$ cat src/rtl/fp_normalize.sv
// Normalisation stage behind the mantissa adder. It takes a raw {exp, mant}
// sum plus the adder carry-out and produces a word with the mantissa MSB set.
// When the result is zero, or the exponent underflows first, it produces a
// flagged result instead. Left shifts are done one per clock.
//
// Handshake: a transfer happens on a rising edge where valid and ready are
// both high. in_ready is high only in IDLE. out_valid is high only in DONE.
// While out_valid is high, the result and its flags do not change until the
// edge that consumes them.
module fp_normalize #(
    parameter int EXP_W = 8,
    parameter int MAN_W = 24,
    parameter int CNT_W = 5
) (
    input  logic                   clk,
    input  logic                   reset,
    input  logic                   in_valid,
    output logic                   in_ready,
    input  logic [EXP_W+MAN_W-1:0] in_data,
    input  logic                   in_carry,
    output logic                   out_valid,
    input  logic                   out_ready,
    output logic [EXP_W+MAN_W-1:0] out_data,
    output logic                   out_zero,
    output logic                   out_ovf,
    output logic                   out_unf,
    output logic [CNT_W-1:0]       shift_count,
    output logic [1:0]             state_dbg
);

    typedef enum logic [1:0] {
        IDLE  = 2'd0,
        SHIFT = 2'd1,
        DONE  = 2'd2
    } state_t;

    state_t state, state_next;

    logic [EXP_W-1:0] e;
    logic [MAN_W-1:0] m;

    logic [EXP_W-1:0] exp_in;
    logic [MAN_W-1:0] man_in;
    logic             exp_max;
    logic             direct_done;

    assign exp_in  = in_data[EXP_W+MAN_W-1:MAN_W];
    assign man_in  = in_data[MAN_W-1:0];
    assign exp_max = (exp_in == {EXP_W{1'b1}});

    // Carry, zero, already-normal and zero-exponent words all finish in one cycle.
    assign direct_done = in_carry || (man_in == '0) || man_in[MAN_W-1] || (exp_in == '0);

    assign out_data  = {e, m};
    assign state_dbg = state;

    // State register.
    always_ff @(posedge clk) begin
        if (reset) begin
            state <= IDLE;
        end else begin
            state <= state_next;
        end
    end

    // Next-state logic.
    always_comb begin
        state_next = state;
        case (state)
            IDLE: begin
                if (in_valid) begin
                    state_next = direct_done ? DONE : SHIFT;
                end
            end
            SHIFT: begin
                // Stop when the shifted MSB becomes 1, or when the exponent reaches 0.
                // In SHIFT the exponent is always at least 1, so it never wraps.
                if (m[MAN_W-2] || (e == EXP_W'(1))) begin
                    state_next = DONE;
                end
            end
            DONE: begin
                if (out_ready) begin
                    state_next = IDLE;
                end
            end
            default: state_next = IDLE;
        endcase
    end

    // Handshake outputs decoded from the state.
    always_comb begin
        in_ready  = 1'b0;
        out_valid = 1'b0;
        case (state)
            IDLE:    in_ready  = 1'b1;
            DONE:    out_valid = 1'b1;
            default: ;
        endcase
    end

    // Datapath: capture and classify on accept, shift in SHIFT, clear flags on release.
    always_ff @(posedge clk) begin
        if (reset) begin
            e           <= '0;
            m           <= '0;
            shift_count <= '0;
            out_zero    <= 1'b0;
            out_ovf     <= 1'b0;
            out_unf     <= 1'b0;
        end else begin
            case (state)
                IDLE: begin
                    if (in_valid) begin
                        shift_count <= '0;
                        out_zero    <= 1'b0;
                        out_ovf     <= 1'b0;
                        out_unf     <= 1'b0;
                        if (in_carry && !exp_max) begin
                            // The carry becomes the new MSB, and the LSB is truncated.
                            e <= exp_in + EXP_W'(1);
                            m <= {1'b1, man_in[MAN_W-1:1]};
                        end else if (in_carry) begin
                            // Exponent overflow: saturate the whole word.
                            e       <= '1;
                            m       <= '1;
                            out_ovf <= 1'b1;
                        end else if (man_in == '0) begin
                            // A zero mantissa drops the input exponent.
                            e        <= '0;
                            m        <= '0;
                            out_zero <= 1'b1;
                        end else begin
                            // Normal words and words needing shifts start from the raw value.
                            // With a zero exponent and MSB clear, no shift is possible.
                            e       <= exp_in;
                            m       <= man_in;
                            out_unf <= (exp_in == '0) && !man_in[MAN_W-1];
                        end
                    end
                end
                SHIFT: begin
                    e           <= e - EXP_W'(1);
                    m           <= {m[MAN_W-2:0], 1'b0};
                    shift_count <= shift_count + CNT_W'(1);
                    // Underflow only when the exponent runs out before the MSB is set.
                    out_unf     <= !m[MAN_W-2] && (e == EXP_W'(1));
                end
                DONE: begin
                    if (out_ready) begin
                        out_zero <= 1'b0;
                        out_ovf  <= 1'b0;
                        out_unf  <= 1'b0;
                    end
                end
                default: ;
            endcase
        end
    end

endmodule

$ cat config.mk
export PLATFORM = sky130hd
export DESIGN_NAME = fp_normalize
export DESIGN_NICKNAME = d
export VERILOG_FILES = /design/src/rtl/fp_normalize.sv
export SDC_FILE = /design/constraint.sdc
export NUM_CORES = 1
export LEC_CHECK = 0
export CAP_MARGIN = 40
export CORE_ASPECT_RATIO = 1.75
export CORE_UTILIZATION = 45
export DETAILED_ROUTE_END_ITERATION = 10
export GPL_ROUTABILITY_DRIVEN = 0
export PLACE_DENSITY = 0.77
export SLEW_MARGIN = 10
export SYNTH_ARGS = -nofsm -noshare
export SYNTH_HDL_FRONTEND = slang
export SYNTH_SLANG_ARGS = --single-unit
$ cat constraint.sdc
create_clock -name clk -period 2.93 [get_ports clk]
set_clock_uncertainty 0.1 [all_clocks]
set_input_delay 0.293 -clock clk [delete_from_list [all_inputs] [get_ports clk]]
set_output_delay 0.293 -clock clk [all_outputs]
set_load 0.005 [all_outputs]
# [Word-level counts from Yosys, hierarchy flattened]
# Cells that the tools add are included.
[word_totals] inputBits=37 output_inout_bits=44 word_cells=71 regBits=42
[op_classes] n_reduce_logical=20 mux=34 eq_ne=7 add_sub_neg=3
[ops] operator="two-way mux 24 bit" count=4
[ops] operator="case mux 24 bit (2 select lines)" count=1
[ops] operator="two-way mux 8 bit" count=4
[ops] operator="zero test 24 bit" count=1
[ops] operator="case mux 8 bit (2 select lines)" count=1
[ops] operator="two-way mux 1 bit" count=14
[ops] operator="case mux 5 bit (2 select lines)" count=1
[ops] operator="AND reduction 3 bit" count=3
[ops] operator="adder 8 x 1 -> 8 bit (second input constant)" count=1
[ops] operator="== test 8 x 1 -> 1 bit (second input constant)" count=1
[ops] operator="== test 8 bit (second input constant)" count=1
[ops] operator="zero test 8 bit" count=1
[ops] operator="two-way mux 2 bit" count=4
[ops] operator="subtractor 8 x 1 -> 8 bit (second input constant)" count=1
[ops] operator="!= test 2 bit (second input constant)" count=3
[ops] operator="case mux 2 bit (3 select lines)" count=1
[ops] operator="adder 5 x 1 -> 5 bit (second input constant)" count=1
[ops] operator="two-way mux 5 bit" count=1
[ops] operator="logical OR 1 bit" count=4
[ops] operator="case mux 1 bit (2 select lines)" count=2
[ops] operator="nonzero test 2 bit" count=2
[ops] operator="logical AND 1 bit" count=3
[ops] operator="zero test 1 bit" count=3
[ops] operator="case mux 1 bit (3 select lines)" count=1
[ops] operator="5 further kinds" count=5

# [Longest topological paths before layout]
# Gate-level depths: netlist of run 1.
[depth] depth_word=7 depth_mapped=9 mapped_depth_nobuf=7

# [Worst setup path before layout of run 1]
# OpenSTA, ideal clock, no wires.
[synth_path] path_kind="reg2reg" startpoint="reg state[1] (netlist: state_dbg[1])" endpoint="reg m[16]" period_less_slack_ns=1.855 required_time_ns=2.759 arrival_ns=1.684 setup_ns=0.071 stages_incl_launch_ff=9 path_slack_ns=1.075 n_path_buf=1 cell_sequence="dfxtp_1 -> inv_1 -> ha_1 -> nand2_1 -> o21ai_2 -> clkbuf_1 -> nor2_1 -> a211o_1 -> o21ai_1"
[synth_between] elab_chain_len=3 word_cells_on_any_way=6 cone_classes="2 x eq/ne; 1 x mux; 3 x reduce/logical"
[synth_lines] element="start: declaration" line="37" source="state_t state, state_next;"
[synth_lines] element="start signal: assignment" line="62" source="state <= state_next;"
[synth_lines] element="== test 2 x 1 -> 1 bit or zero test 2 bit (tied branches)" line="112" source="case (state)"
[synth_lines] element="nonzero test 2 bit (no line) or != test 2 bit (tied branches)"
[synth_lines] element="AND reduction 2 bit (no line)"
[synth_lines] element="end signal: assignment" line="122" source="m <= {1'b1, man_in[MAN_W-1:1]};"
[synth_lines] element="end signal: assignment" line="137" source="m <= man_in;"
[synth_lines] element="end signal: assignment" line="144" source="m <= {m[MAN_W-2:0], 1'b0};"
[synth_lines] element="end: declaration" line="40" source="logic [MAN_W-1:0] m;"
# Parallel ways exist; a longest one is shown, timed or not.
# A chain may end at the register's enable or synchronous reset.

# [Final worst setup path of run 1]
[layout_path] startpoint="reg state[0] (netlist: state_dbg[0])" endpoint="reg m[21]"
# Same word-level chain as after synthesis.

==> results_dict.tcl, run 1 <==
set metrics [dict create \
    first_pass_iters 7 \
    synth_area_leader_cell "dfxtp_1" \
    dpl_cell_area_um2 3590 \
    layout_commonest_cell "clkdlybuf4s50_1" \
    reg2reg_depth 6 \
    final-hold-violation-count 0 \
    yosys.area_share.xor_xnor_pct 1.62 \
    hpwl_um 6170 \
    post_drt_wl_per_cell_um 17.0 \
    grt_pass1_wl_um 13900 \
    worst-setup-path-type "reg2reg" \
    drc 0 \
    hold_buffers 0 \
    start_util_pct 46.2 \
    fmax_mhz 394 \
    maxSlewViolCount 0 \
    synth-adder-area-share_pct 4.18 \
    leakage_uw 0.00133 \
    synth_compound_area_share_pct 36.2 \
    grt_pass1_vias 2913 \
    yosysTopAreaCellShare_pct 31.2 \
    synth_area_per_cell_um2 7.60 \
    synth_seq_cells 42 \
    synth_edf_count 0 \
    top_layer "met4" \
    fin_tns_setup_ps 0 \
    ys_warn_count 0 \
    wl_met3_um 462 \
    cts_made_buffers 5 \
    grt-ovfl-total 0 \
    worst_setup_path_end_kind "flop" \
    worst_pin_slew_ps 837 \
    met1Wirelength_um 3360 \
    critPathMaxStageDelay_ps 710 \
    syn_area_um2 2700 \
    antennaDiodeCount 0 \
    regToRegSetupSlack_ps 390 \
    netlist_instances 355 \
    period_minus_slack_ps 2540 \
    io_buffers 80 \
    timing.rr.start "state_dbg[0]$_SDFFE_PP0P_" \
    syn_to_final_growth_pct 37.5 \
    yosys.cell_types.count 51 \
    wl_um 8620 \
    via_count 3179 \
    synth_top_family_by_area "compound AO/OA/AOI/OAI gates" \
    die_h_um 104 \
    dieWidth_um 60.5 \
    ys_seq_area_share_pct 31.2 \
    final_cell_area_um2 3710 \
    cts_resized 0 \
    tritoncts "done" \
    synth_fp_nets 401 \
    clock_latency_ps 290 \
    rows 37 \
    fin_nets 474 \
    setup_viol 0 \
    drive_gt1_share_pct 6.78 \
    fin_crit_sh_pct 86.7 \
    wl_met2_um 4560 \
    io_pins 81 \
    critPathMaxFanout 19 \
    vias_per_cell 6.28 \
    synth.mux.area_fraction_pct 0.742 \
    cp_data_arrival_time_ps 2650 \
    antenna_found_initial 0 \
    clockBufferDepth 2 \
    status "finished clean" \
    drt_iter0_drc 264 \
    r2r_end "m[21]$_SDFFE_PP0P_" \
    crit_chain "inv_1 -> ha_1 -> o21ai_2 -> nand4_1 -> buf_12 -> o21ai_0" \
    cpMaxStageDelayCell "o21ai_2" \
    synthSimpleGateAreaFrac_pct 20.2 \
    slew-limit-headroom_pct 44.2 \
    root_buffer "clkbuf_8" \
    start_kind "flop" \
    cts_sinks 42 \
    cap_violations 0 \
    cts_setup_buffers 0 \
    cp.required_ps 3040 \
    grt_max_degree 30 \
    crit_end "m[21]$_SDFFE_PP0P_" \
    power_density_nw_per_um2 682 \
    htreeDepth 2 \
    track_usage_pct 28.2 \
    path_clk_slew_ps 90 \
    startpoint "state_dbg[0]$_SDFFE_PP0P_" \
    dominantRegCellSynth "dfxtp_1" \
    rsz0062_at_grt "false" \
    final_cell_mix "80 x clkdlybuf4s50_1, 52 x o21ai_0, 42 x dfxtp_1" \
    die_area_um2 6320 \
    hold_path_class "reg2reg" \
    ant_nets 0 \
    coreArea_um2 5830 \
    synthTopCellsByArea "dfxtp_1 31%, o21ai_0 9.8%, a21oi_1 6.1%" \
    max-vdd-ir-drop_mv 0.446 \
    synth_async_sr_flop_share_pct 0 \
]
==> per-stage QoR <==
step / total power, uW / utilization [%] / instances / setup WS (ps) / hold slack [ps]
6_report: 2530 / 63.6 / 506 / 391 / 372
4_1_cts: 2520 / 63.6 / 506 / 424 / 381
3_5_place_dp: 2040 / 61.6 / 499 / 372 / 371
5_1_grt: 2700 / 63.6 / 506 / 230 / 403
2_1_floorplan: 1490 / - / 355 / 1080 / 333
3_3_place_gp: 2000 / 61.4 / 498 / 420 / 367
==> how the worst min path moves through the flow <==
stage | slack (ps) | cells past startpoint | to | from
global route | 400 | 2 | m[23]$_SDFFE_PP0P_ | m[23]$_SDFFE_PP0P_
floorplan | 330 | 2 | e[1]$_SDFFE_PP0P_ | in_data[25]
CTS | 380 | 2 | m[23]$_SDFFE_PP0P_ | m[23]$_SDFFE_PP0P_
finish | 370 | 2 | m[23]$_SDFFE_PP0P_ | m[23]$_SDFFE_PP0P_
detailed placement | 370 | 2 | m[23]$_SDFFE_PP0P_ | m[23]$_SDFFE_PP0P_
global placement | 370 | 2 | m[23]$_SDFFE_PP0P_ | m[23]$_SDFFE_PP0P_
==> sequential cells by signal (all words and copies together) (netlist names) <==
name	flops
m	24
e	8
shift_count	5
state_dbg	2
out_ovf	1
out_unf	1
out_zero	1
==> kinds of logic after synthesis <==
| kind of cell | after synthesis |
|---|---|
| fa+ha+maj | 9 |
| simple gates | 108 |
| compound gates | 152 |
| flops | 42 |
| mux | 2 |
| buf+inv | 37 |
| xor+xnor | 5 |
==> synthesized netlist by cell type, types with 2 or more instances <==
cell type  count
a211o_1       16
nor2_1        39
nand3_1       13
a21o_1         2
o211ai_1       3
xor2_1         3
nand2b_1       2
nor4_1         7
buf_2          6
o21ai_0       53
nor3b_1        2
clkbuf_1      16
xnor2_1        2
dfxtp_1       42
nand4b_1       2
o2111ai_1      3
nand4_1        4
o21ai_2        2
a31oi_1        5
and4_1         2
a21oi_1       33
a211oi_1      10
buf_1          2
nand2_1       18
inv_1          8
a2111oi_0      3
nor3_1        12
o221ai_1      12
mux2i_1        2
inv_2          2
ha_1           9
==> routing by layer <==
layer,global-route usage [%],up-vias
met5,0,-
met4,13.0,0
met3,3.36,22
met2,46.4,147
met1,35.3,1522
li1,-,1488
==> final cells by class <==
cell class / instances / area, um^2
fill: 564 / 2130
multi-input combinational: 276 / 1700
timing repair buffer: 93 / 918
sequential: 42 / 841
tap: 78 / 97.6
clock buffer: 6 / 82.6
inverter: 10 / 37.5
clock inverter: 1 / 30.0
==> critical path, delay by kind of cell, from the launching register on <==
kind            cells  cell delay, ps
compound gates      2             900
fa+ha+maj           1             310
buf+inv             2             360
flops               1             420
simple gates        1             380
==> power breakdown <==
group | internal (uW) | switching [uW]
Combinational | 604 | 598
Clock | 273 | 200
Sequential | 703 | 150
No activity file was read; power rests on OpenSTA's default activity.
==> run 2: changes to the inputs <==
--- a/config.mk
+++ b/config.mk
@@ -11,7 +11,7 @@
 export DETAILED_ROUTE_END_ITERATION = 10
 export GPL_ROUTABILITY_DRIVEN = 0
 export PLACE_DENSITY = 0.77
-export SLEW_MARGIN = 10
+export SLEW_MARGIN = 20
 export SYNTH_ARGS = -nofsm -noshare
 export SYNTH_HDL_FRONTEND = slang
 export SYNTH_SLANG_ARGS = --single-unit
==> results_dict.tcl, run 2 (same netlist as run 1, synthesis figures left out) <==
set metrics [dict create \
    syn_to_final_growth_pct 37.3 \
    vias_per_cell 6.15 \
    status "finished clean" \
    cp.required_ps 3050 \
    cp_data_arrival_time_ps 2630 \
    cts_made_buffers 5 \
    setup_viol 0 \
    drc 0 \
    die_area_um2 6320 \
    track_usage_pct 28.5 \
    htreeDepth 2 \
    root_buffer "clkbuf_8" \
    maxSlewViolCount 0 \
    fmax_mhz 399 \
    grt_pass1_wl_um 14000 \
    grt_pass1_vias 2913 \
    holdWs_ps 394 \
    slew-limit-headroom_pct 45.0 \
    hold_buffers 0 \
    hpwl_um 6140 \
    die_h_um 104 \
    post_drt_wl_per_cell_um 16.6 \
    grt_max_degree 30 \
    largest-register "m" \
    hold_path_class "reg2reg" \
    path_clk_slew_ps 80 \
    final_cell_mix "80 x clkdlybuf4s50_1, 52 x o21ai_0, 42 x dfxtp_1" \
    cts_resized 0 \
    ant_nets 0 \
    io_pins 81 \
    tritoncts "done" \
    power_density_nw_per_um2 675 \
    coreArea_um2 5830 \
    fin_nets 474 \
    cts_sinks 42 \
    via_count 3118 \
    antenna_found_initial 0 \
    drt_iter0_drc 163 \
    cap_violations 0 \
    drive_gt1_share_pct 6.76 \
    rsz0062_at_grt "false" \
    worst-setup-path-type "reg2reg" \
    first_pass_iters 5 \
    largest_reg_flops 24 \
    clock_latency_ps 290 \
    start_kind "flop" \
    layout_commonest_cell "clkdlybuf4s50_1" \
    period_minus_slack_ps 2510 \
    grt-ovfl-total 0 \
    fin_tns_setup_ps 0 \
    leakage_uw 0.00132 \
    final_util_pct 63.4 \
    start_util_pct 46.2 \
    io_buffers 80 \
    reg_top3 "m x24, e x8, shift_count x5" \
    cts_setup_buffers 0 \
    clockBufferDepth 2 \
    dieWidth_um 60.5 \
    worst_pin_slew_ps 824 \
    fin_crit_sh_pct 85.5 \
    critPathMaxFanout 19 \
    rows 37 \
    pre_cts_slack_ps 401 \
    max-vdd-ir-drop_mv 0.367 \
    final-hold-violation-count 0 \
    antennaDiodeCount 0 \
    wl_um 8410 \
    timing.final.ws_setup_ps 424 \
    worst_setup_path_end_kind "flop" \
]
[run 2: per-stage QoR]
step / area [um^2] / total power, uW / instances
finish: 3700 / 2500 / 507
global route: 3700 / 2680 / 507
CTS: 3700 / 2500 / 507
detailed placement: 3590 / 2040 / 499
global placement: 3580 / 2000 / 498
floorplan: 2700 / 1490 / 355
[run 2: worst paths after layout]
| path | from | to | slack [ps] | depth (start not counted) |
|---|---|---|---|---|
| max reg2reg | state_dbg[0]$_SDFFE_PP0P_ | m[21]$_SDFFE_PP0P_ | 420 | 6 |
| max | state_dbg[0]$_SDFFE_PP0P_ | m[21]$_SDFFE_PP0P_ | 420 | 6 |
| min | out_ovf$_SDFFE_PP0P_ | out_ovf$_SDFFE_PP0P_ | 390 | 2 |
| min reg2reg | out_ovf$_SDFFE_PP0P_ | out_ovf$_SDFFE_PP0P_ | 390 | 2 |
[run 2: where the power goes]
group / switching (uW) / internal [uW] / total [uW] / leakage [uW]
sequential: 149 / 703 / 852 / 0.000346
clock: 206 / 254 / 461 / 0.0000514
combinational: 588 / 599 / 1190 / 0.000922
total: 943 / 1560 / 2500 / 0.00132
[run 2: final cells by class]
type	instances	area (um^2)
multi-input cells	276	1700
repair buffers	93	915
inverters	10	37.5
well taps	78	97.6
clock buffers	6	72.6
fillers	558	2130
clock inverters	2	37.5
flip-flops and latches	42	841
[run 2: worst max-delay path, stage by stage, from the launching register on]
cell and delay (ps):
dfxtp_1 420, inv_1 90, ha_1 310, o21ai_2 700
nand4_1 390, buf_12 260, o21ai_0 170
[run 2: routing by layer]
metal | routed length (um) | GRT usage [%]
met5 | 0 | 0
met4 | 262 | 12.5
met3 | 454 | 4.23
met2 | 4480 | 47.0
met1 | 3210 | 35.5
==> run 3: changes to the inputs <==
--- a/config.mk
+++ b/config.mk
@@ -6,7 +6,7 @@
 export NUM_CORES = 1
 export LEC_CHECK = 0
 export CAP_MARGIN = 40
-export CORE_ASPECT_RATIO = 1.75
+export CORE_ASPECT_RATIO = 0.6
 export CORE_UTILIZATION = 45
 export DETAILED_ROUTE_END_ITERATION = 10
 export GPL_ROUTABILITY_DRIVEN = 0
==> results_dict.tcl, run 3 (same netlist as run 1, synthesis figures left out) <==
set metrics [dict create \
    final-hold-violation-count 0 \
    setup_viol 0 \
    final_cell_area_um2 3680 \
    max-vdd-ir-drop_mv 0.324 \
    p_comb_share_pct 47.1 \
    first_pass_iters 5 \
    fin_nets 472 \
    drt_iter0_drc 292 \
    cp.required_ps 3060 \
    fin_tns_setup_ps 0 \
    worst_pin_slew_ps 821 \
    worst-setup-path-type "reg2reg" \
    timing.final.ws_setup_ps 440 \
    htreeDepth 2 \
    clock_power_share_pct 18.7 \
    layout_commonest_cell "clkdlybuf4s50_1" \
    die_h_um 62.0 \
    reg_top3 "m x24, e x8, shift_count x5" \
    grt-ovfl-total 0 \
    ant_nets 0 \
    cpMaxStageDelayCell "o21ai_2" \
    hpwl_um 6210 \
    cap_violations 0 \
    cts_sinks 42 \
    largest_reg_flops 24 \
    via_count 3218 \
    dpl_cell_area_um2 3570 \
    n_fill_cell 513 \
    maxSlewViolCount 0 \
    grt_pass1_vias 2824 \
    crit_chain "inv_1 -> ha_1 -> inv_2 -> o21ai_2 -> buf_4 -> nand4_1 -> xor2_1 -> nor3_1" \
    clockBufferDepth 2 \
    wl_um 8850 \
    fmax_mhz 402 \
    critPathMaxStageDelay_ps 470 \
    switching_share_pct 38.7 \
    grt_pass1_wl_um 14200 \
    clock_latency_ps 310 \
    cts_made_buffers 5 \
    post_drt_wl_per_cell_um 17.5 \
    p_sw_uw 972 \
    hold_path_class "reg2reg" \
    cts_resized 0 \
    fin_crit_sh_pct 85.0 \
    die_area_um2 6320 \
    hold_buffers 0 \
    p_int_uw 1540 \
    seqPwrFrac_pct 34.2 \
    antenna_found_initial 0 \
    slew-limit-headroom_pct 45.1 \
    grt_max_degree 37 \
    path_clk_slew_ps 80 \
    power_density_nw_per_um2 682 \
    track_usage_pct 29.6 \
    leakage_uw 0.00130 \
    cp_data_arrival_time_ps 2620 \
    rows 21 \
    drive_gt1_share_pct 6.32 \
    antennaDiodeCount 0 \
    root_buffer "clkbuf_8" \
    critPathMaxFanout 24 \
    final_cell_mix "80 x clkdlybuf4s50_1, 52 x o21ai_0, 42 x dfxtp_1" \
    start_kind "flop" \
    worst_setup_path_end_kind "flop" \
    pre_cts_slack_ps 454 \
    status "finished clean" \
    start_util_pct 47.5 \
    cts_setup_buffers 0 \
    syn_to_final_growth_pct 36.5 \
    io_pins 81 \
    largest-register "m" \
    holdWs_ps 376 \
    io_buffers 80 \
    rsz0062_at_grt "false" \
    dieWidth_um 102 \
    coreArea_um2 5680 \
    period_minus_slack_ps 2490 \
    drc 0 \
    tritoncts "done" \
    vias_per_cell 6.35 \
]
run 3: changes by cell type in the layout (fill, tap and decap cells not counted), sizes merged:
cell	previous run	this run
buf	13	11
run 3: power groups by stage:
stage | sequential, uW | clock (uW) | combinational, uW
after floorplan | 840 | 0 | 647
after global placement | 859 | 0 | 1140
after detailed placement | 862 | 0 | 1160
after CTS | 853 | 478 | 1170
after global routing | 876 | 501 | 1300
final | 857 | 470 | 1180
run 3: path summary, 6_finish.rpt:
| kind | startpoint | end | slack (ps) | depth (start not counted) |
|---|---|---|---|---|
| setup / recovery | state_dbg[1]$_SDFFE_PP0P_ | shift_count[4]$_SDFFE_PP0P_ | 440 | 8 |
| hold / removal | m[23]$_SDFFE_PP0P_ | m[23]$_SDFFE_PP0P_ | 380 | 2 |
| setup reg to reg | state_dbg[1]$_SDFFE_PP0P_ | shift_count[4]$_SDFFE_PP0P_ | 440 | 8 |
| hold reg to reg | m[23]$_SDFFE_PP0P_ | m[23]$_SDFFE_PP0P_ | 380 | 2 |
run 3: final cells by class:
| class | instances | area, um^2 | area share (%) |
|---|---|---|---|
| timing repair buffer | 91 | 883 | 24.0 |
| clock inverter | 2 | 37.5 | 1.02 |
| tap | 80 | 100 | 2.72 |
| multi-input combinational | 276 | 1710 | 46.4 |
| clock buffer | 6 | 72.6 | 1.97 |
| inverter | 10 | 37.5 | 1.02 |
| sequential | 42 | 841 | 22.8 |
run 3: critical path: cells and delay by family, from the launching register on:
family	cells	cell delay, ps
buffers and inverters	3	590
DFF	1	370
xor gates and xnor gates	1	160
AOI/OAI and AO/OA	1	470
and+or+nand+nor	2	280
adders and majority gates	1	450
run 3: metal layers:
layer	wire (um)	up-vias	track usage, %
li1	-	1490	-
met1	4100	1526	44.7
met2	3740	193	44.2
met3	951	9	4.70
met4	61	0	7.35
met5	0	-	0
run 3: through the flow:
stage               utilization (%)  instances  power [uW]
floorplan                         -        355        1490
global placement               62.8        499        1990
detailed placement             62.9        499        2030
CTS                            64.8        507        2500
global route                   64.8        507        2680
finish                         64.8        507        2510
